**src/rtl/a2d_scheduler.sv**
```systemverilog
// Round-robin scheduler sharing one SPI ADC master across battery, current, brake and torque.
// Each conversion is a command/read SPI pair; the read response carries the 12-bit result.
module a2d_scheduler #(
  parameter int FAST_SIM = 0
) (
  input  logic        clk,
  input  logic        rst,
  input  logic        done,
  input  logic [15:0] resp,
  output logic        snd,
  output logic [15:0] cmd,
  output logic [11:0] batt,
  output logic [11:0] curr,
  output logic [11:0] brake,
  output logic [11:0] torque,
  output logic        cnv_cmplt
);

  localparam int CW = (FAST_SIM != 0) ? 8 : 14;

  typedef enum logic [1:0] {
    IDLE,
    CMD,
    GAP,
    READ
  } state_t;

  state_t      r_state;
  state_t      w_state_next;
  logic [CW-1:0] r_count;
  logic        r_pending;
  logic [1:0]  r_idx;
  logic        r_snd;
  logic [15:0] r_cmd;
  logic        r_cnv_cmplt;
  logic [11:0] r_result [4];

  logic        w_tick;
  logic        w_launch;
  logic        w_gap_snd;
  logic        w_latch;
  logic        w_done_ok;
  logic [2:0]  w_ch;

  assign w_tick = &r_count;
  // A done arriving while snd is still high belongs to nothing we launched yet.
  assign w_done_ok = done & ~r_snd;

  always_comb begin
    case (r_idx)
      2'd0:    w_ch = 3'd0;
      2'd1:    w_ch = 3'd1;
      2'd2:    w_ch = 3'd3;
      default: w_ch = 3'd4;
    endcase
  end

  always_comb begin
    w_state_next = r_state;
    w_launch     = 1'b0;
    w_gap_snd    = 1'b0;
    w_latch      = 1'b0;
    case (r_state)
      IDLE: begin
        if (r_pending) begin
          w_launch     = 1'b1;
          w_state_next = CMD;
        end
      end
      CMD: begin
        if (w_done_ok) begin
          w_state_next = GAP;
        end
      end
      GAP: begin
        w_gap_snd    = 1'b1;
        w_state_next = READ;
      end
      READ: begin
        if (w_done_ok) begin
          w_latch      = 1'b1;
          w_state_next = IDLE;
        end
      end
      default: w_state_next = IDLE;
    endcase
  end

  always_ff @(posedge clk) begin
    if (rst) begin
      r_state     <= IDLE;
      r_count     <= '0;
      r_pending   <= 1'b0;
      r_idx       <= 2'd0;
      r_snd       <= 1'b0;
      r_cmd       <= 16'h0000;
      r_cnv_cmplt <= 1'b0;
    end else begin
      r_state     <= w_state_next;
      r_count     <= r_count + 1'b1;
      // A tick in the launch cycle keeps the request alive; extra ticks saturate.
      r_pending   <= w_tick | (r_pending & ~w_launch);
      r_snd       <= w_launch | w_gap_snd;
      r_cnv_cmplt <= w_latch;
      if (w_launch) begin
        r_cmd <= {2'b00, w_ch, 11'h000};
      end
      if (w_latch) begin
        r_idx <= r_idx + 2'd1;
      end
    end
  end

  for (genvar gi = 0; gi < 4; gi++) begin : g_result
    always_ff @(posedge clk) begin
      if (rst) begin
        r_result[gi] <= 12'h000;
      end else if (w_latch && (r_idx == 2'(gi))) begin
        r_result[gi] <= resp[11:0];
      end
    end
  end

  assign snd       = r_snd;
  assign cmd       = r_cmd;
  assign cnv_cmplt = r_cnv_cmplt;
  assign batt      = r_result[0];
  assign curr      = r_result[1];
  assign brake     = r_result[2];
  assign torque    = r_result[3];

endmodule

```
**config.mk**
```make
export PLATFORM = sky130hd
export DESIGN_NAME = a2d_scheduler
export DESIGN_NICKNAME = d
export VERILOG_FILES = /design/src/rtl/a2d_scheduler.sv
export SDC_FILE = /design/constraint.sdc
export NUM_CORES = 1
export LEC_CHECK = 0
export BUFFER_PORTS_ARGS = -buffer_cell sky130_fd_sc_hd__buf_2
export CORE_MARGIN = 5
export CORE_UTILIZATION = 56
export DETAILED_ROUTE_END_ITERATION = 8
export PLACE_DENSITY = 0.85
export SLEW_MARGIN = 20
export SYNTH_ARGS = -nofsm -noshare
export SYNTH_HDL_FRONTEND = slang
export SYNTH_SLANG_ARGS = --single-unit
```
**constraint.sdc**
```tcl
create_clock -name clk -period 3.25 [get_ports clk]
set_input_delay 0.1625 -clock clk [delete_from_list [all_inputs] [get_ports clk]]
set_output_delay 0.1625 -clock clk [all_outputs]
set_load 0.005 [all_outputs]
```
==> metrics.md, run 1 <==
| Metric | Value |
|---|---|
| Vias in the first global route | `1,847` |
| Max Clock Skew | `6.24 ps` |
| Cells after Synth | `245` |
| Peak VDD IR | `0.281 mV` |
| Layout area overhead | `15.7%` |
| Clock slew at reported path FFs | `70 ps` |
| Critical path launch point type | `flop` |
| Max Cap Viol | `0` |
| Clock power share | `35.9%` |
| Critical path endpoint | `r_result[1][6]` |
| Antenna Nets Post-Route | `0` |
| Worst EP arrival | `2230 ps` |
| Synthesis warning total | `0` |
| Slew Viols, Final | `0` |
| Status | `completed` |
| Chip height | `83.8 microns` |
| Register area share after synthesis | `63.0%` |
| Power share of the combinational group | `6.8%` |
| Final hold vios | `0` |
| Die ar. | `0.00703 sq mm` |
| Mean area per synthesized cell | `12.5 sq um` |
| # rows | `26` |
| Area after DPL | `0.00335 sq mm` |
| Worst setup EP type | `flop` |
| Synth top area cells | `edfxtp_1 47%, dfxtp_1 16%, and3_1 9.8%` |
| Root Buffer | `clkbuf_8` |
| Post-CTS Resized | `0` |
| Netlist Area Pre-Place | `0.00305 sq mm` |
| Largest net degree at the start of global routing | `50` |
| Final Cycle Share | `62.8%` |
| Core ar. | `0.00520 sq mm` |
| Antenna violations before repair | `0` |
| Hold_buf cts | `0` |
| Setup Buffers After CTS | `0` |
| Internal cell power | `1.40 mW` |
| Relative slew slack | `49.2%` |
| GRT Total Usage | `16.2%` |
| Gp weighted congestion | `0.766` |
| RSZ-0062 raised after global routing | `no` |
| Via density | `5.03` |
| Crit path time final | `2040 ps` |
| Initial drt markers | `85` |
| Overall Power | `1.78 mW` |
| TritonRoute pass-1 iters | `4` |
| Max FO, Critical Path | `49` |
| CTS tree | `done` |
| Util after Layout | `67.8%` |
| Psw | `381 uW` |
| Layout cell share with drive strength beyond 1 | `27.7%` |
| Req. time, crit path | `3440 ps` |
| PortBufs | `67` |
| Nets | `339` |
| # DRC | `0` |
| Leading area contributor after synthesis | `edfxtp_1` |
| Post-route design area | `0.00353 sq mm` |
| Synth Register Bits | `72` |
| Critical path class | `reg2reg` |
| Setup TNS | `0 ps` |
| Die Span X | `83.8 microns` |
| H-tree levels | `3` |
| Worst Hold Class | `in2reg` |
| WL/cell | `13.9 microns` |
| Final setup viols | `0` |
| First-pass GRT wire length | `8920 microns` |
| Total gr overflow | `0` |
| Worst reg2reg path endpoint | `r_result[1][6]` |
| FF-to-FF setup slack | `1210 ps` |
| Detailed-route via count | `1,932` |
| R2r startpoint | `r_state[1]` |
| Clk buf depth | `2` |
| Sequential power share | `57.3%` |
| Clock sinks | `72` |
| Diode count | `0` |
| Measured slew at the worst slew-check pin | `760 ps` |
| Starting Density | `58.6%` |
| Pwr Density | `504 mW/mm^2` |
| Clk_lat worst skew | `320 ps` |
| Worst setup path startpoint | `r_state[1]` |
| Hpwl dp | `3870 microns` |
| Routed WL | `5350 microns` |
| Switching part of the total | `21.4%` |
| Max Clk Rate | `490 MHz` |
| Ports | `85` |
| Reg2reg path depth | `4` |
| Synth cell types | `33` |
| Num CTS Buffers | `9` |
| Top cell type's share of synthesized area | `47.2%` |
| Leakage Power | `1.64 nW` |
## worst min-delay path by stage
stage,start,endpoint,slack [ps],cells after the start
finish,resp[2],r_result[3][2],190,2
global route,resp[7],r_result[3][7],190,2
CTS,resp[1],r_result[2][1],180,2
detailed placement,cmd[13],cmd[13],450,2
global placement,cmd[12],cmd[12],450,2
floorplan,resp[0],r_result[0][0],390,1
## final cells by class
type	count	area (sq um)
timing repair buffer	67	335
clock buffer	11	131
tap	70	87.6
fill	381	1680
sequential	72	1920
inverter	7	26.3
clock inverter	5	48.8
multi-input combinational	152	978
## per-layer routing
layer,track usage [%],up-vias,wire length [microns]
li1,-,971,-
met1,19.4,875,2210
met2,26.7,73,2610
met3,4.34,13,390
met4,8.48,0,132
met5,0,-,0
## per-stage QoR
step                      instances  hold WS [ps]  setup slack (ps)
after global placement          368           447              1330
after CTS                       384           179              1250
after detailed placement        368           454              1270
after floorplan                 257           392              1650
final                           384           191              1210
after global routing            384           188               951
## synth_stat cells, drive strengths merged
| cell type | n |
|---|---|
| or3 | 1 |
| nor2b | 3 |
| o21ai | 1 |
| nor2 | 20 |
| xor2 | 2 |
| nor4 | 4 |
| inv | 7 |
| conb | 1 |
| a211oi | 1 |
| and3b | 1 |
| nand2 | 8 |
| o22ai | 1 |
| mux2i | 1 |
| clkbuf | 8 |
| a21oi | 7 |
| dfxtp | 24 |
| nor3 | 4 |
| a21o | 4 |
| buf | 18 |
| and3 | 49 |
| edfxtp | 48 |
| xnor2 | 10 |
| nand4 | 2 |
| nand3 | 9 |
| ha | 11 |
## critical path, cell delays in order (launching register included)
cell	delay, ps
dfxtp_1	380
ha_1	180
and3b_1	370
nor2b_4	720
and3_1	260
## power groups by stage
stage                     logic, mW  registers (mW)  clock network [mW]
after floorplan              0.0806            1.04                   0
after global placement        0.117            1.04                   0
after detailed placement      0.122            1.04                   0
after CTS                     0.122            1.02               0.655
after global routing          0.137            1.02               0.713
final                         0.121            1.02               0.638
## sequential cells by signal (all words and copies together), names as in the netlist
| register | flops |
|---|---|
| cmd | 3 |
| r_state | 2 |
| cnv_cmplt | 1 |
| snd | 1 |
| r_result | 48 |
| r_idx | 2 |
| r_pending | 1 |
| r_count | 14 |
## layout by cell type, fill, tap and decap left out, types with 4 or more instances in the layout
| master | Yosys | routed |
|---|---|---|
| xnor2_1 | 10 | 10 |
| conb_1 | 1 | 13 |
| a21o_1 | 4 | 4 |
| buf_2 | 2 | 67 |
| ha_1 | 11 | 11 |
| clkbuf_8 | 0 | 9 |
| and3_1 | 48 | 48 |
| nand3_1 | 7 | 7 |
| nor3_1 | 4 | 4 |
| nand2_1 | 8 | 8 |
| a21oi_1 | 7 | 7 |
| nor2_1 | 20 | 20 |
| dfxtp_1 | 24 | 24 |
| inv_1 | 7 | 7 |
| edfxtp_1 | 48 | 48 |
## logic make-up (layout without fill, tap and decap cells)
kind of cell    after synthesis  after routing  synth area share, %
compound gates               14             14                 2.75
simple gates                101            101                 19.4
flops                        72             72                 63.0
xor+xnor                     12             12                 3.44
fa+ha+maj                    11             11                 4.51
buf+inv                      33             90                 6.44
other cells                   1             13                0.123
mux                           1              1                0.328
(Power assumes the default switching activity.)
==> run 2, diff against run 1 <==
ABC_AREA = 1   (was unset)
CORE_UTILIZATION = 47   (was 56)
PLACE_DENSITY = 0.76   (was 0.85)
clock period = 1.87 ns   (was 3.25 ns; I/O delays follow)
==> run 2 against run 1 <==
Die area rose by 16%; first-iteration DRC count down 16%; core utilization fell by 10 points; worst setup slack got worse by 1000 ps; critical path type unchanged; largest cell class unchanged.
==> metrics.md, run 2 <==
| Metric | Value |
|---|---|
| Post-CTS Resized | `0 (unchanged)` |
| Clock slew at reported path FFs | `80 ps (about the same)` |
| Status | `completed` |
| # DRC | `0 (unchanged)` |
| Layout area overhead | `19.9%` |
| Mean area per synthesized cell | `10.2 sq um (-18%)` |
| Final setup viols | `0 (unchanged)` |
| Max FO, Critical Path | `12 (-76%)` |
| Vias in the first global route | `2,060 (+12%)` |
| Max Clock Skew | `7.42 ps (+1.18 ps)` |
| Worst reg2reg path endpoint | `r_result[3][6]` |
| Synth top area cells | `edfxtp_1 47%, dfxtp_1 16%, nor2_1 9.1%` |
| Via density | `4.71 (-6.3%)` |
| GRT Total Usage | `15.0% (-1.2 points)` |
| Top cell type's share of synthesized area | `47.4% (+0.17 points)` |
| Netlist Area Pre-Place | `0.00304 sq mm (-0.37%)` |
| Setup TNS | `0 ps (unchanged)` |
| Synthesis warning total | `0 (unchanged)` |
| Crit path time final | `1660 ps (-375 ps)` |
| Die Span X | `90.4 microns (+7.9%)` |
| CTS tree | `done` |
| Worst Hold Launch | `resp[6]` |
| Max reg flops | `48 (unchanged)` |
| Hold_buf cts | `0 (unchanged)` |
| Max Cap Viol | `0 (unchanged)` |
| # rows | `29 (+12%)` |
| Cells after Synth | `298 (+22%)` |
| Req. time, crit path | `1860 ps (-1580 ps)` |
| Final Cycle Share | `89.0% (+26 points)` |
| Detailed-route via count | `2,144 (+11%)` |
| RSZ-0062 raised after global routing | `no` |
| First-pass GRT wire length | `9770 microns (+9.5%)` |
| Antenna Nets Post-Route | `0 (unchanged)` |
| Util after Layout | `57.7% (-10 points)` |
| Clk_lat worst skew | `330 ps (about the same)` |
| Clock sinks | `72 (unchanged)` |
| Initial drt markers | `71 (-16%)` |
| Worst setup EP type | `flop` |
| Synth cell count leaders | `74 x nor2_1, 48 x edfxtp_1, 38 x nand2_1` |
| Core ar. | `0.00631 sq mm (+21%)` |
| Main flop type after synthesis | `edfxtp_1` |
| Slew Viols, Final | `0 (unchanged)` |
| Placed cells | `439 (+19%)` |
| Setup Buffers After CTS | `0 (unchanged)` |
| Max Clk Rate | `601 MHz (+23%)` |
| Critical path launch point type | `flop` |
| Leading area contributor after synthesis | `edfxtp_1` |
| WL/cell | `12.8 microns (-7.7%)` |
| Routed WL | `5850 microns (+9.3%)` |
| Layout cell share with drive strength beyond 1 | `26.5% (-1.3 points)` |
| Synth Register Bits | `72 (unchanged)` |
| FF-to-FF setup slack | `210 ps (-1000 ps)` |
| Number of synthesized flops with an enable pin | `48 (unchanged)` |
| Peak VDD IR | `0.476 mV (+69%)` |
| PortBufs | `67 (unchanged)` |
| Critical path class | `reg2reg` |
| Worst Hold End | `r_result[2][6]` |
| Hpwl dp | `4420 microns (+14%)` |
| Leakage Power | `1.69 nW (+2.9%)` |
| H-tree levels | `3 (unchanged)` |
| Register area share after synthesis | `63.2% (+0.23 points)` |
| Root Buffer | `clkbuf_8` |
| Commonest non-fill, non-tap cell in the layout | `nor2_1` |
| R2r startpoint | `r_state[1]` |
| Num CTS Buffers | `9 (unchanged)` |
| Largest net degree at the start of global routing | `17 (-66%)` |
| TritonRoute pass-1 iters | `4 (unchanged)` |
| Gp weighted congestion | `0.755 (-1.4%)` |
| Chip height | `90.4 microns (+7.9%)` |
| Antenna violations before repair | `0 (unchanged)` |
| Nets | `403 (+19%)` |
| Most frequent cells in the layout | `74 x nor2_1, 67 x buf_2, 48 x edfxtp_1` |
| Worst EP arrival | `1650 ps (-580 ps)` |
| Total gr overflow | `0 (unchanged)` |
| Non-filler instance count after layout | `455 (+18%)` |
| Starting Density | `48.2% (-10 points)` |
| Ports | `85 (unchanged)` |
| Clk buf depth | `2 (unchanged)` |
| Largest Register | `r_result` |
| Die ar. | `0.00818 sq mm (+16%)` |
| Worst Hold Class | `in2reg` |
| Hold Path Cell Cnt | `3 (+1)` |
| Diode count | `0 (unchanged)` |
| Synth cell types | `24 (-27%)` |
| Asr flop ratio synth | `0% (unchanged)` |
| Reg2reg path depth | `5 (+1)` |
| Top-count cell post-synth | `nor2_1` |
| Pwr Density | `914 mW/mm^2 (+81%)` |
| Final hold vios | `0 (unchanged)` |
run 2: where the power goes:
group          internal, mW  total (mW)  switching [mW]
clock                 0.765        1.35           0.587
sequential             1.74        1.76          0.0229
combinational        0.0789       0.216           0.137
total                  2.59        3.33           0.747
run 2: kinds of logic (layout without fill, tap and decap cells):
kind of cell / count (synthesis) / count (layout) / share of synthesized area (%)
AND/OR/NAND/NOR: 137 / 137 / 19.5
flip-flops: 72 / 72 / 63.2
other: 1 / 13 / 0.123
AO/OA/AOI/OAI: 22 / 22 / 3.95
buffers and inverters: 55 / 123 / 8.64
adder cells (fa/ha/maj): 11 / 11 / 4.53
run 2: how the worst max path moves through the flow:
stage	startpoint	to	slack, ps	cells after the start
after detailed placement	r_state[1]	r_result[3][10]	190	5
after global placement	r_state[1]	r_result[3][10]	260	5
after floorplan	r_state[1]	r_result[0][0]	390	5
after CTS	r_state[1]	r_result[3][5]	190	5
after global routing	r_state[0]	r_result[3][5]	50	5
final	r_state[1]	r_result[3][6]	210	5
run 2: worst max-delay path, stage by stage (launching register included):
cell and delay, ps:
dfxtp_1 380, ha_1 240, nand3_4 140, inv_1 140, nand2_1 60, nand2_1 350
run 2: area by class of cell:
type / count / area (sq um)
inverter: 36 / 135
clock buffer: 9 / 124
tap: 77 / 96.3
clock inverter: 7 / 103
sequential: 72 / 1920
multi-input combinational: 183 / 901
fill: 540 / 2670
timing repair buffer: 71 / 365
run 2: stage by stage:
stage               hold slack (ps)  instance area, sq um  total power, mW  setup slack, ps
floorplan                       179                  3090             1.94              388
global placement                442                  3420             2.01              259
detailed placement              450                  3420             2.02              193
CTS                            90.4                  3650             3.37              189
global route                    115                  3650             3.48             54.2
finish                          105                  3650             3.33              206
run 2: metal layers:
layer | global-route usage (%) | part of all wire (%)
met5 | 0 | 0
met4 | 5.96 | 0.84
met3 | 5.50 | 8.2
met2 | 25.4 | 50
met1 | 17.2 | 41
